$ cat src/rtl/leap_counter_bank.sv
// rtl/leap_counter_bank.sv - bank of NCH counters with jump reload and snapshot handshake
// Optional: define LEAP_CNT_SATURATE_EN to saturate at all-ones instead of wrapping.
module leap_counter_bank #(
  parameter int CW  = 32,
  parameter int NCH = 2
) (
  input  logic              clk,
  input  logic              reset_n,
  input  logic              exe_start_as,
  input  logic [NCH-1:0]    inc,
  input  logic              call_as_cb,
  input  logic              retn_as_cb,
  input  logic [NCH*CW-1:0] init_count_on_jump,
  output logic [NCH*CW-1:0] count,
  output logic [NCH*CW-1:0] snap,
  output logic              snap_valid,
  input  logic              snap_ready,
  output logic              snap_lost,
  output logic [NCH-1:0]    sat
);

  logic [NCH*CW-1:0] cnt_q;
  logic [NCH*CW-1:0] snap_q;
  logic              valid_q;
  logic              lost_q;
  logic              jump;

  // Jumps only count while execution is active; call and return merge into one event.
  assign jump = exe_start_as & (call_as_cb | retn_as_cb);

  always_ff @(posedge clk or negedge reset_n) begin
    if (!reset_n) begin
      cnt_q <= '0;
    end else begin
      for (int i = 0; i < NCH; i++) begin
        if (!exe_start_as) begin
          cnt_q[i*CW +: CW] <= '0;
        end else if (jump) begin
          cnt_q[i*CW +: CW] <= init_count_on_jump[i*CW +: CW];
        end else if (inc[i]) begin
`ifdef LEAP_CNT_SATURATE_EN
          if (!(&cnt_q[i*CW +: CW])) begin
            cnt_q[i*CW +: CW] <= cnt_q[i*CW +: CW] + CW'(1);
          end
`else
          cnt_q[i*CW +: CW] <= cnt_q[i*CW +: CW] + CW'(1);
`endif
        end
      end
    end
  end

`ifdef LEAP_CNT_SATURATE_EN
  logic [NCH-1:0] sat_q;

  always_ff @(posedge clk or negedge reset_n) begin
    if (!reset_n) begin
      sat_q <= '0;
    end else begin
      for (int i = 0; i < NCH; i++) begin
        if (!exe_start_as) begin
          sat_q[i] <= 1'b0;
        end else if (!jump && inc[i] && (&cnt_q[i*CW +: CW])) begin
          sat_q[i] <= 1'b1;
        end
      end
    end
  end

  assign sat = sat_q;
`else
  assign sat = '0;
`endif

  // Snapshot holds the pre-load counts; a jump wins over a same-cycle consume.
  always_ff @(posedge clk or negedge reset_n) begin
    if (!reset_n) begin
      snap_q  <= '0;
      valid_q <= 1'b0;
      lost_q  <= 1'b0;
    end else begin
      if (jump) begin
        snap_q  <= cnt_q;
        valid_q <= 1'b1;
      end else if (valid_q && snap_ready) begin
        valid_q <= 1'b0;
      end

      if (!exe_start_as) begin
        lost_q <= 1'b0;
      end else if (jump && valid_q && !snap_ready) begin
        lost_q <= 1'b1;
      end
    end
  end

  assign count      = cnt_q;
  assign snap       = snap_q;
  assign snap_valid = valid_q;
  assign snap_lost  = lost_q;

endmodule

$ cat config.mk
export PLATFORM = sky130hd
export DESIGN_NAME = leap_counter_bank
export DESIGN_NICKNAME = d
export VERILOG_FILES = /design/src/rtl/leap_counter_bank.sv
export SDC_FILE = /design/constraint.sdc
export NUM_CORES = 1
export LEC_CHECK = 0
export BUFFER_PORTS_ARGS = -buffer_cell sky130_fd_sc_hd__buf_4
export CAP_MARGIN = 5
export CORE_MARGIN = 2
export CORE_UTILIZATION = 51
export DETAILED_ROUTE_END_ITERATION = 8
export GPL_ROUTABILITY_DRIVEN = 0
export GPL_TIMING_DRIVEN = 0
export HOLD_SLACK_MARGIN = 0.06
export PLACE_DENSITY = 0.8
export REMOVE_ABC_BUFFERS = 1
export SLEW_MARGIN = 40
export SYNTH_ARGS = -nofsm -noshare
export SYNTH_HDL_FRONTEND = slang
export SYNTH_SLANG_ARGS = --single-unit
$ cat constraint.sdc
create_clock -name clk -period 1.9 [get_ports clk]
set_input_delay 0.57 -clock clk [delete_from_list [all_inputs] [get_ports clk]]
set_output_delay 0.57 -clock clk [all_outputs]
set_load 0.005 [all_outputs]
==> metrics.txt, run 1 <==
Die Footprint 13400 um^2; crit-path cells ha_4 -> nand4_4 -> nor3_4 -> buf_12 -> buf_4 -> nand4_1 -> xor2_1 -> a21oi_1; final net count 898; Via-to-Cell Ratio 5.73; initial antenna violation count 0; total gr overflow 0; hold depth 3; Syn. warnings 0; n_diodes 0; DR vias 5743; Reg2Reg Depth 8; WP data required 2.23 ns; min Tclk post-route 1.82 ns; synthesized area per cell 10.4 um^2; clk slew on worst S/H paths 0.05 ns; core area 12100 um^2; CTS tree done; CP max stage delay 0.42 ns; Die X 116 um; slowest stage cell, crit path dfrtp_2; Initial DRC Count 348; first-pass GRT wire length 28500 um; Setup WS post-layout 0.0803 ns; reg-to-reg startpoint count[33]; most frequent cells in the layout buf_4 (219), dfrtp_1 (107), mux2_2 (53); Root Buffer clkbuf_16; max-slew violation count 0; Yosys top cell by area dfrtp_1; share of cells above drive strength 1 43.5%; maximum vdd drop 0.558 mV; clk sinks 130; largest net degree at the start of global routing 52; Worst EP arrival 2.15 ns; Worst slew margin 51.7%; post-synth top area share 51.1%; Hold Crit Endpoint count[40]; Starting Density 52.6%; Routed WL 18600 um; Place WS -0.496 ns; final worst path period share 95.8%; placed insts 952; sequential-to-total area share from yosys stat 51.1%; Netlist cell types 46; DRC violations left 0; GR Util All Layers 27.5%; Slew @ Worst Pin 0.723 ns; fin cells 1003; Buf+Inv Stages, Crit Path 2; commonest non-fill, non-tap cell in the layout buf_4; Final Skew 0.00722 ns; Max Cap Violations 0; Area Growth Syn to Fin 41.7%; latest clock arrival within the worst-skew pair 0.42 ns; Crit Path Category register to register; Crit Path Max Fanout 9; reg2reg end count[60]; antenna viol nets, final 0; # rows 40; TritonCTS Buffers 17; chip height 116 um; Pleak 4.09 nW; I/O Buffers 201; Hold Crit Class input port to register; FF-to-FF setup slack 0.08 ns; hold violation count in the final report 0; Final setup viols 0; critical path's top delay family simple AND/OR/NAND/NOR gates; Area contributors post-synth dfrtp_1 (51%), mux2_2 (9.4%), xor2_1 (4.3%); routed len/inst 18.5 um; post-synthesis instance total 612; status completed; Max Clk Rate 0.550 GHz; TritonRoute pass-1 iters 4; P per Cell Area 864 nW/um^2; Post-Syn Area 6370 um^2; I/O pin cnt 204; Synth Register Bits 130; vias in the first global route 5689; HP Start init_count_on_jump[40]; crit path launch type register; critical path endpoint category register; dpl hpwl 12500 um; Clock Path Buffers 2; H-tree depth 4
Yosys cell counts (all sizes together):
cell     instances
a211oi          26
a21o             4
a21oi           36
a22o             4
a311oi           1
a31oi            3
and2             5
and3             5
and4             3
buf             19
clkbuf          18
conb             1
dfrtp          130
ha               2
inv             12
mux2            53
mux2i            3
nand2           41
nand2b           1
nand3           30
nand3b           1
nand4           32
nor2            49
nor3            10
nor3b            1
nor4            10
o21a             1
o21ai           49
o2bb2ai          1
o41ai            1
or2              2
or3              3
or3b             1
or4              2
xnor2           21
xor2            31
area by class of cell:
cell class	instances	area, um^2
Sequential cell	130	3280
Fill cell	801	3080
Multi-Input combinational cell	434	3030
Timing Repair Buffer	229	1870
Clock buffer	26	509
Tap cell	168	210
Clock inverter	4	72.6
Inverter	12	45.0
cells by family after synthesis:
kind of cell               Yosys count  share of synthesized area, %
xor gates and xnor gates            52                          7.15
and+or+nand+nor                    196                          16.5
AOI/OAI and AO/OA                  126                          11.7
other                                1                        0.0589
DFF                                130                          51.1
adders and majority gates            2                         0.393
buffers and inverters               49                          3.22
muxes                               56                          9.84
per-stage QoR:
step	hold slack [ns]	TNS [ns]	instance area, um^2	utilization [%]	power [mW]
finish	0.441	0	9030	74.5	7.80
global route	0.450	-0.00657	9030	74.5	8.09
CTS	0.435	0	8860	73.1	7.76
detailed placement	0.448	-28.49	8150	67.3	4.55
global placement	0.464	-450.46	7930	65.5	4.47
floorplan	0.274	-240.46	6210	-	3.75
state kept, by name (all words and copies together), names as in the netlist:
name        count
count          64
snap           64
snap_lost       1
snap_valid      1
how the worst max path moves through the flow:
stage	cells past startpoint	start	slack, ns	to
5_1_grt	8	count[33]	-0.007	count[60]
4_1_cts	7	count[33]	0.01	count[50]
2_1_floorplan	5	call_as_cb	-3.22	count[61]
6_report	8	count[33]	0.08	count[60]
3_3_place_gp	6	call_as_cb	-5.36	count[61]
3_5_place_dp	5	retn_as_cb	-0.50	snap[41]
power by group:
group	total (mW)	internal, mW	leakage (nW)	switching (mW)
clock network	3.23	2.09	0.282	1.14
registers	3.30	3.04	1.65	0.260
logic	1.27	0.724	2.16	0.541
worst min-delay path, cell delays in order:
cell and delay (ns):
buf_4 0.07, o21ai_0 0.07, a21oi_1 0.11
routing by layer:
metal / wire length, um / global-route usage [%] / vias to the layer above
met2: 9360 / 48.4 / 255
met4: 357 / 9.44 / 0
met1: 7330 / 32.2 / 2835
met5: 0 / 0 / -
met3: 1550 / 8.11 / 31
li1: - / - / 2622
what timing repair did:
| action | in CTS | in global routing |
|---|---|---|
| endpoints found under the hold margin | 30 | 0 |
| endpoints found under the setup margin | 55 | 28 |
| hold buffers | 1 | 0 |
| buffers inserted | 8 | 12 |
| gates resized for setup | 11 | 33 |
| pin swaps | 4 | 4 |
No activity file was read; power rests on OpenSTA's default activity.
==> run 2, diff against run 1 <==
CORE_UTILIZATION = 53   (was 51)
CTS_BUF_LIST = sky130_fd_sc_hd__clkbuf_8   (was default)
GPL_ROUTABILITY_DRIVEN = default   (was 0)
PLACE_DENSITY = 0.83   (was 0.8)
==> run 2 against run 1 <==
Critical endpoint is now count[54]. Total power is 14% lower. Combinational power hardly changed. Flip-flop and latch count stayed put. The run now ends with setup timing left. Hold slack worse by 0.044 ns.
==> metrics.txt, run 2 (synthesis gave the netlist of run 1 again) <==
Via-to-Cell Ratio 5.85 (was 5.73); I/O Buffers 201 (unchanged); Fill cells 757 (was 801); Routed WL 18300 um (was 18600 um); Crit Path Category register to register (unchanged); GR Util All Layers 27.5% (about the same); dpl hpwl 12100 um (was 12500 um); TritonRoute pass-1 iters 7 (was 4); latest clock arrival within the worst-skew pair 0.45 ns (was 0.42 ns); P per Cell Area 767 nW/um^2 (was 864 nW/um^2); Slew @ Worst Pin 0.737 ns (was 0.723 ns); GP Congestion 0.809; total gr overflow 0 (unchanged); H-tree depth 4 (unchanged); DRC violations left 0 (unchanged); total power 6.71 mW (was 7.80 mW); Reg area 3280 um^2 (about the same); clk slew on worst S/H paths 0.07 ns (was 0.05 ns); CP max stage delay 0.43 ns (was 0.42 ns); status complete, but fails checks (was completed); Buf+Inv Stages, Crit Path 2 (unchanged); WP data required 2.23 ns (about the same); vias in the first global route 5682 (was 5689); failing checks setup timing; crit path launch type register (unchanged); Crit Path Max Fanout 6 (was 9); share of cells above drive strength 1 43.2% (was 43.5%); Die Footprint 12900 um^2 (was 13400 um^2); RSZ-0062 raised after global routing true; maximum vdd drop 0.463 mV (was 0.558 mV); max-slew violation count 0 (unchanged); initial antenna violation count 0 (unchanged); Max Cap Violations 0 (unchanged); clk sinks 130 (unchanged); crit-path cells nand4_1 -> buf_4 -> buf_4 -> nor2_1 -> nand4_1 -> xor2_1 -> a211oi_1 (was ha_4 -> nand4_4 -> nor3_4 -> buf_12 -> buf_4 -> nand4_1 -> xor2_1 -> a21oi_1); antenna viol nets, final 0 (unchanged); Pleak 4.02 nW (was 4.09 nW); critical path's top delay family simple AND/OR/NAND/NOR gates (unchanged); FF-to-FF setup slack -0.04 ns (was 0.08 ns); Worst EP arrival 2.26 ns (was 2.15 ns); area of the multi-input gates 3010 um^2 (was 3030 um^2); min Tclk post-route 1.94 ns (was 1.82 ns); chip height 114 um (was 116 um); final instance area 8750 um^2 (was 9030 um^2); Worst slew margin 50.8% (was 51.7%); Hold Crit Class input port to register (unchanged); final worst path period share 102% (was 95.8%); # rows 40 (unchanged); critical path endpoint category register (unchanged); Root Buffer clkbuf_8 (was clkbuf_16); routed len/inst 18.5 um (about the same); I/O pin cnt 204 (unchanged); final setup TNS -0.0369 ns (was 0 ns); DR vias 5782 (was 5743); Setup WS post-layout -0.0369 ns (was 0.0803 ns); placed cell areas 8080 um^2 (was 8150 um^2); Initial DRC Count 446 (was 348); Clock Path Buffers 2 (unchanged); post-layout util 73.8% (was 74.5%); Starting Density 53.7% (was 52.6%); hold violation count in the final report 0 (unchanged); commonest non-fill, non-tap cell in the layout buf_4 (unchanged); Die X 114 um (was 116 um); CTS tree done (unchanged); core area 11900 um^2 (was 12100 um^2); largest net degree at the start of global routing 78 (was 52); TritonCTS Buffers 17 (unchanged); final net count 902 (was 898); first-pass GRT wire length 28000 um (was 28500 um); Max Clk Rate 0.516 GHz (was 0.550 GHz); Final setup viols 1 (was 0); Area Growth Syn to Fin 37.4% (was 41.7%); Final Skew 0.00545 ns (was 0.00722 ns); most frequent cells in the layout buf_4 (224), dfrtp_1 (110), mux2_2 (53) (was buf_4 (219), dfrtp_1 (107), mux2_2 (53)); n_diodes 0 (unchanged); slowest stage cell, crit path dfrtp_2 (unchanged)
## run 2: final timing paths
| path | start | end | cells after the start |
|---|---|---|---|
| setup / recovery | count[50] | count[54] | 7 |
| setup reg to reg | count[50] | count[54] | 7 |
| min in group asynchronous | reset_n | snap[22] | 2 |
| hold reg to reg | snap[12] | snap[12] | 2 |
| max in group asynchronous | reset_n | count[40] | 3 |
| hold / removal | snap_ready | snap_valid | 3 |
## run 2: cell type report
class                           instances  share of cell area [%]
Clock buffer                           21                    3.30
Clock inverter                         11                   0.829
Inverter                               12                   0.515
Multi-Input combinational cell        434                    34.4
Sequential cell                       130                    37.5
Tap cell                              147                    2.10
Timing Repair Buffer                  233                    21.4
## run 2: routing by layer
| metal | wire length (um) | track usage, % |
|---|---|---|
| met1 | 7320 | 35.3 |
| met2 | 8850 | 44.2 |
| met3 | 1750 | 8.66 |
| met4 | 331 | 10.1 |
| met5 | 0 | 0 |
## run 2: power breakdown
group	total (mW)	leakage, nW	switching (mW)	internal (mW)
Clock	2.17	0.213	1.03	1.13
Sequential	3.29	1.66	0.257	3.04
Combinational	1.25	2.15	0.534	0.713
Total	6.71	4.02	1.82	4.89
## run 2: metrics by stage
stage | hold WS (ns) | setup slack, ns | instances
floorplan | 0.274 | -3.22 | 576
detailed placement | 0.473 | -0.451 | 930
global route | 0.390 | -0.163 | 988
CTS | 0.387 | -0.00575 | 971
global placement | 0.466 | -5.23 | 924
finish | 0.397 | -0.0369 | 988
## run 2: repair_timing
item,4_1_cts,5_1_grt
gates resized for setup,13,25
hold endpoints to repair,53,0
buffers inserted,8,17
setup endpoints to repair,28,63
pin swaps,5,8
hold buffers,1,0
## run 2: worst register-to-register path, cell delays in order (launching register included)
cell      delay (ns)
dfrtp_2         0.43
nand4_1         0.23
buf_4           0.22
buf_4           0.13
nor2_1          0.16
nand4_1         0.13
xor2_1          0.18
a211oi_1        0.34
==> run 3, diff against run 2 <==
==> constraint.sdc (replaced) <==
create_clock -name clk -period 1.9 [get_ports clk]
set_input_delay 0.19 -clock clk [delete_from_list [all_inputs] [get_ports clk]]
set_output_delay 0.19 -clock clk [all_outputs]
set_load 0.005 [all_outputs]
==> run 3 against run 2 <==
The flow still finishes with violations (setup timing). Combinational power is 6% higher. Die area did not move. Critical path depth did not move. Hold slack got worse by 0.33 ns. Setup slack got worse by 0.028 ns. Wire length rose by 6.9%. Final area is 4.3% higher. First-iteration DRC count rose by 42%. Sequential power barely moved. Register-to-register slack got worse by 0.03 ns. Sequential share of layout area shrank 1.5 points. Non-clock buffer count increased by 38.
==> metrics.txt, run 3 (synthesis gave the netlist of run 1 again) <==
Worst EP arrival 2.29 ns (was 2.26 ns); final worst path period share 103% (was 102%); Reg2Reg Depth 7 (unchanged); clk slew on worst S/H paths 0.07 ns (about the same); Hold Crit Endpoint count[53] (was snap_valid); Die X 114 um (unchanged); P per Cell Area 747 nW/um^2 (was 767 nW/um^2); total gr overflow 0 (unchanged); FF-to-FF setup slack -0.07 ns (was -0.04 ns); Area Growth Syn to Fin 43.4% (was 37.4%); Starting Density 53.7% (unchanged); failing checks setup timing (unchanged); most frequent cells in the layout buf_4 (222), dfrtp_1 (109), mux2_2 (53) (was buf_4 (224), dfrtp_1 (110), mux2_2 (53)); GP Congestion 0.809 (unchanged); critical path endpoint category register (unchanged); antenna viol nets, final 0 (unchanged); chip height 114 um (unchanged); Reg area 3280 um^2 (about the same); n_diodes 0 (unchanged); share of cells above drive strength 1 41.2% (was 43.2%); Pleak 4.17 nW (was 4.02 nW); GR Util All Layers 29.0% (was 27.5%); I/O Buffers 201 (unchanged); commonest non-fill, non-tap cell in the layout buf_4 (unchanged); HP Start init_count_on_jump[53] (was snap_ready); Place WS -0.336 ns (was -0.451 ns); area of the multi-input gates 3000 um^2 (was 3010 um^2); hold depth 3 (unchanged); Fill cells 687 (was 757); I/O pin cnt 204 (unchanged); Final setup viols 1 (unchanged); largest net degree at the start of global routing 78 (unchanged); # rows 40 (unchanged); hold violation count in the final report 0 (unchanged); crit path launch type register (unchanged); Max Cap Violations 0 (unchanged); Hold Crit Class input port to register (unchanged); total power 6.82 mW (was 6.71 mW); Clock Path Buffers 2 (unchanged); vias in the first global route 5927 (was 5682); WHS 0.0665 ns (was 0.397 ns); Via-to-Cell Ratio 5.91 (was 5.85); initial antenna violation count 0 (unchanged); Initial DRC Count 632 (was 446); Final Skew 0.0101 ns (was 0.00545 ns); DRC violations left 0 (unchanged); reg2reg end count[54] (unchanged); first-pass GRT wire length 29400 um (was 28000 um); status complete, but fails checks (unchanged); TritonRoute pass-1 iters 8 (was 7); Max Clk Rate 0.509 GHz (was 0.516 GHz); max-slew violation count 0 (unchanged); latest clock arrival within the worst-skew pair 0.45 ns (about the same); dpl hpwl 12100 um (unchanged); Crit Path Category register to register (unchanged); Crit Path Max Fanout 6 (unchanged); H-tree depth 4 (unchanged); Worst slew margin 50.9% (was 50.8%); Root Buffer clkbuf_8 (unchanged); WP data required 2.23 ns (about the same); Die Footprint 12900 um^2 (unchanged); Routed WL 19500 um (was 18300 um); Setup WS post-layout -0.0654 ns (was -0.0369 ns); TritonCTS Buffers 17 (unchanged); maximum vdd drop 0.463 mV (about the same); final net count 940 (was 902); reg-to-reg startpoint count[50] (unchanged); Slew @ Worst Pin 0.735 ns (was 0.737 ns); min Tclk post-route 1.97 ns (was 1.94 ns); CTS tree done (unchanged); core area 11900 um^2 (unchanged); routed len/inst 19.0 um (was 18.5 um); DR vias 6062 (was 5782); clk sinks 130 (unchanged)
run 3: layout make-up:
class | instances | share of cell area, %
multi-input combinational | 434 | 32.9
tap | 147 | 2.01
sequential | 130 | 35.9
clock inverter | 11 | 0.795
clock buffer | 21 | 3.17
inverter | 12 | 0.493
timing repair buffer | 271 | 24.7
run 3: worst max-delay path: stages, from the launching register on:
cell and delay, ns:
dfrtp_2 0.44, nand4_1 0.24, buf_4 0.22, buf_4 0.13, nor2_1 0.16, nand4_1 0.13, xor2_1 0.18, a211oi_1 0.34
run 3: where the power goes:
group / switching (mW) / internal (mW)
clock network: 1.05 / 1.13
registers: 0.262 / 3.04
logic: 0.562 / 0.765
run 3: metrics by stage:
stage               area, um^2  utilization [%]  TNS [ns]  instances
finish                    9130             77.0   -0.0654       1026
global route              9130             77.0    -0.534       1026
CTS                       8960             75.5  -0.00575       1010
detailed placement        8080             68.1     -4.26        930
global placement          7910             66.6   -366.96        924
floorplan                 6210                -   -191.06        576
run 3: timing repair:
item / CTS / global route
setup buffers: 8 / 15
hold buffers: 40 / 1
setup endpoints to repair: 28 / 31
endpoints found under the hold margin: 92 / 1
gates resized for setup: 13 / 25
pin swaps: 5 / 7
run 3: how the worst max path moves through the flow:
stage                     slack [ns]        end  startpoint  depth (start not counted)
after detailed placement       -0.34  count[24]    count[9]                          5
after CTS                     -0.006  count[63]   count[36]                          5
final                          -0.07  count[54]   count[50]                          7
after global routing           -0.16  count[54]   count[50]                          7
after floorplan                -2.84  count[61]  call_as_cb                          5
after global placement         -4.85  count[61]  call_as_cb                          6
run 3: per-layer routing:
| metal | share of wire (%) | vias to the layer above | global-route usage (%) |
|---|---|---|---|
| met5 | 0 | - | 0 |
| met4 | 1.8 | 0 | 9.27 |
| met3 | 8.7 | 52 | 8.55 |
| met2 | 50 | 345 | 49.7 |
| met1 | 40 | 2957 | 35.4 |
| li1 | - | 2708 | - |
